[config.mk]
export PLATFORM = sky130hd
export DESIGN_NAME = bcd_updown_cntr
export DESIGN_NICKNAME = d
export VERILOG_FILES = /design/src/rtl/bcd_updown_cntr.sv
export SDC_FILE = /design/constraint.sdc
export NUM_CORES = 1
export LEC_CHECK = 0
export BUFFER_PORTS_ARGS = -buffer_cell sky130_fd_sc_hd__buf_2
export CAP_MARGIN = 20
export CORE_UTILIZATION = 54
export DETAILED_ROUTE_END_ITERATION = 16
export PLACE_DENSITY = 0.8
export SETUP_SLACK_MARGIN = 0.02
export SYNTH_ARGS = -nofsm -noshare
export SYNTH_HDL_FRONTEND = slang
export SYNTH_SLANG_ARGS = --single-unit
[constraint.sdc]
create_clock -name clk -period 2.7 [get_ports clk]
set_input_delay 0.27 -clock clk [delete_from_list [all_inputs] [get_ports clk]]
set_output_delay 0.27 -clock clk [all_outputs]
set_load 0.02 [all_outputs]
[src/rtl/bcd_updown_cntr.sv]
// Synchronous multi-digit BCD up/down counter with load, clear, wrap/saturate ends
// and carry/overflow reporting. All digits are clocked together.
module bcd_updown_cntr #(
  parameter int unsigned DIGITS = 4,
  parameter bit          WRAP   = 1'b1
) (
  input  logic                  clk,
  input  logic                  rst,
  input  logic                  en,
  input  logic                  up,
  input  logic                  clr,
  input  logic                  load,
  input  logic [4*DIGITS-1:0]   load_val,
  output logic [4*DIGITS-1:0]   count,
  output logic                  tc,
  output logic                  wrap,
  output logic                  ovf,
  output logic                  load_err
);

  localparam int ND = int'(DIGITS);
  localparam int W  = 4 * ND;

  logic [W-1:0] count_q, count_d;
  logic         wrap_q, wrap_d;
  logic         ovf_q, ovf_d;
  logic         load_err_q, load_err_d;

  logic         all9, all0;
  logic [W-1:0] load_san;
  logic         load_bad;
  logic [W-1:0] stepped;
  logic         chain;
  logic [3:0]   digit;

  always_comb begin
    all9 = 1'b1;
    all0 = 1'b1;
    for (int i = 0; i < ND; i++) begin
      if (count_q[4*i +: 4] != 4'd9) all9 = 1'b0;
      if (count_q[4*i +: 4] != 4'd0) all0 = 1'b0;
    end
  end

  assign tc = up ? all9 : all0;

  always_comb begin
    load_san = '0;
    load_bad = 1'b0;
    for (int i = 0; i < ND; i++) begin
      if (load_val[4*i +: 4] > 4'd9) begin
        load_san[4*i +: 4] = 4'd9;
        load_bad           = 1'b1;
      end else begin
        load_san[4*i +: 4] = load_val[4*i +: 4];
      end
    end
  end

  // Digit i steps only while every lower digit sits at its rollover value.
  always_comb begin
    stepped = count_q;
    chain   = 1'b1;
    digit   = 4'd0;
    for (int i = 0; i < ND; i++) begin
      digit = count_q[4*i +: 4];
      if (chain) begin
        if (up) stepped[4*i +: 4] = (digit == 4'd9) ? 4'd0 : digit + 4'd1;
        else    stepped[4*i +: 4] = (digit == 4'd0) ? 4'd9 : digit - 4'd1;
      end
      chain = chain & (up ? (digit == 4'd9) : (digit == 4'd0));
    end
  end

  always_comb begin
    count_d    = count_q;
    wrap_d     = 1'b0;
    ovf_d      = ovf_q;
    load_err_d = 1'b0;
    if (clr) begin
      count_d = '0;
      ovf_d   = 1'b0;
    end else if (load) begin
      count_d    = load_san;
      ovf_d      = 1'b0;
      load_err_d = load_bad;
    end else if (en) begin
      if (tc) begin
        ovf_d = 1'b1;
        if (WRAP) begin
          count_d = up ? '0 : {ND{4'd9}};
          wrap_d  = 1'b1;
        end
      end else begin
        count_d = stepped;
      end
    end
  end

  always_ff @(posedge clk or posedge rst) begin
    if (rst) begin
      count_q    <= '0;
      wrap_q     <= 1'b0;
      ovf_q      <= 1'b0;
      load_err_q <= 1'b0;
    end else begin
      count_q    <= count_d;
      wrap_q     <= wrap_d;
      ovf_q      <= ovf_d;
      load_err_q <= load_err_d;
    end
  end

  assign count    = count_q;
  assign wrap     = wrap_q;
  assign ovf      = ovf_q;
  assign load_err = load_err_q;

endmodule

==> reports/summary.txt <==
Worst Setup Path Type: reg2out
Vias in the first global route: 1589
Setup TNS Final: 0 ps
CTS H-tree depth: 1
CP Capture Type: output port
Synth unique cells: 58
Status: finished, final reports clean
Total of warnings raised by yosys: 0
Site row count: 20
Grt total ovfl: 0
CP bufs+invs: 2
Worst Path Required: 2430 ps
Routed vias/inst: 5.97
Slowest cell on crit path: dfrtp_1
Syn nets: 255
Count of non-filler cells in the finished layout: 299
Average wire per standard cell: 14.6 microns
Seq/Total Area, Yosys: 0.263
GRT Util Overall: 0.269
Unrepaired setup endpoints after global routing: no
Final Hold Fails: 0
IO Port Bufs: 41
Period utilisation layout: 0.874
CP Launch Type: flop
# IOs: 42
Vias: 1784
Yosys reg bits: 19
Critical Path Fanout Max: 8
Antenna cell count: 0
Final #Nets: 282
Share of layout cells above drive strength 1: 0.220
Initial Util: 0.582
Post-route minimum period: 2360 ps
Syn Inst Count: 229
Avg Cell Area, Syn: 7.88 sq um
P per Cell Area: 430 nW/um^2
Post-placement cell count: 295
Crit path largest cell delay: 460 ps
Max-slew violation count: 0
Drt initial violations: 174
Post-CTS sizing: 0
Core footprint: 3100 sq um
Postcts setup bufs: 0
Synthesis-to-layout area growth: 9.49%
Die area: 3580 sq um
Mapped cell area: 1810 sq um
EDFF count, synth: 0
Most common flop cell mapped by yosys: dfrtp_1
Global-route wire length before repair: 7250 microns
Final setup viols: 0
Hold_buf cts: 0
Die width: 59.8 microns
Worst slew pin tran: 760 ps
Largest net degree at the start of global routing: 39
DRT antenna net count: 0
Pre-antenna DRT Iters: 5
Fin util: 0.637
Clk sinks: 19
Worst slew margin: 0.493
Drc violations: 0
Skew-Pair Late Insertion Delay: 290 ps
Worst min-delay path class: in2async
Maximum clock insertion buffer count: 2
CTS tree: yes
Leak pwr: 0.000916 uW
Asr flop ratio synth: 1.00
FF-to-FF setup slack: 500 ps
Worst Skew: 1.74 ps
Critical path's top delay family: simple AND/OR/NAND/NOR gates
Post-DP HPWL: 3160 microns
Die Span Y: 59.8 microns
Critical-path cell list: inv_1, ha_1, nor4b_4, nand4_1, nand2_1, buf_2
Num CTS Buffers: 3
Reg clk slew, reported paths: 100 ps
Drt total wl: 4360 microns
Clk root buf: clkbuf_4
Routability cong.: 0.856
CP arrival: 2090 ps
IR drop worst, VDD: 0.333 mV
F_max: 0.424 GHz
Maxcap violations: 0
Initial antenna violation count: 0
-- routing by layer --
| metal | track usage | wire [microns] | vias up |
|---|---|---|---|
| li1 | - | - | 892 |
| met5 | 0 | 0 | - |
| met2 | 0.419 | 1970 | 80 |
| met3 | 0.0476 | 381 | 2 |
| met1 | 0.392 | 1990 | 810 |
| met4 | 0.0532 | 17 | 0 |
-- cell usage after synthesis, drive strengths merged, types with 5 or more instances --
cell type / number / area (sq um)
nor2: 21 / 78.8
nand2: 20 / 75.1
dfrtp: 19 / 475
o21ai: 18 / 93.8
a21oi: 15 / 75.1
inv: 14 / 52.6
buf: 11 / 85.1
nor2b: 9 / 56.3
clkbuf: 8 / 30.0
nor3: 7 / 35.0
nand3: 6 / 30.0
nor4: 5 / 31.3
o211ai: 5 / 37.5
-- layout by cell type (no fill, tap or decap), types with 3 or more instances in the layout --
cell type | Yosys | routed
nand3_1 | 6 | 6
mux2i_1 | 4 | 4
clkbuf_4 | 0 | 3
nor2_1 | 21 | 21
buf_2 | 5 | 41
nor3_1 | 7 | 7
a21oi_1 | 15 | 15
nor2b_1 | 9 | 9
mux2_2 | 3 | 3
o21ai_0 | 17 | 17
o21bai_1 | 3 | 3
nand2b_1 | 4 | 4
ha_1 | 4 | 4
a22oi_1 | 3 | 3
dfrtp_1 | 19 | 19
and4_1 | 3 | 3
o22ai_1 | 4 | 4
nand2_1 | 20 | 20
o211ai_1 | 5 | 5
inv_1 | 14 | 14
nor4_1 | 5 | 5
-- where the power goes --
group          switching (uW)  leakage [uW]  internal, uW
Sequential               77.0      0.000248           310
Clock                    84.4     0.0000150          57.5
Combinational             182      0.000653           140
-- sequential cells by signal, indices dropped and copies added (netlist names) --
register / flops
wrap: 1
load_err: 1
count: 16
ovf: 1
-- metrics by stage --
step | hold slack [ps] | area (sq um) | worst slack [ps] | total power, uW
floorplan | 221 | 1810 | 613 | 634
global placement | 429 | 1950 | 593 | 708
detailed placement | 428 | 1950 | 504 | 710
CTS | 97.7 | 1980 | 347 | 853
global route | 127 | 1980 | 226 | 910
finish | 92.3 | 1980 | 340 | 850
-- cell type report --
cell class	count	area [sq um]
fillers	304	1130
clock buffers	4	26.3
repair buffers	41	205
flip-flops and latches	19	475
multi-input cells	177	1160
well taps	44	55.1
inverters	14	52.6
-- cells by family (layout without fill, tap and decap cells) --
group	Yosys count	in the layout	share of synthesized area
and+or+nand+nor	89	89	0.265
AOI/OAI and AO/OA	71	71	0.270
adders and majority gates	4	4	0.0277
DFF	19	19	0.263
buffers and inverters	33	59	0.0929
xor gates and xnor gates	4	4	0.0194
muxes	9	9	0.0617
-- path summary, 6_finish.rpt --
path                                    endpoint                 start  cells after the start
max                                           tc  count[0]$_DFFE_PP0P_                      6
min                         count[9]$_DFFE_PP0P_                   rst                      2
max reg2reg                count[13]$_DFFE_PP0P_  count[0]$_DFFE_PP0P_                      6
min reg2reg                      ovf$_DFFE_PP0P_       ovf$_DFFE_PP0P_                      2
max in group asynchronous   count[1]$_DFFE_PP0P_                   rst                      2
min in group clk            count[2]$_DFFE_PP0P_           load_val[2]                      3
Power figures use the tool's default switching activity.
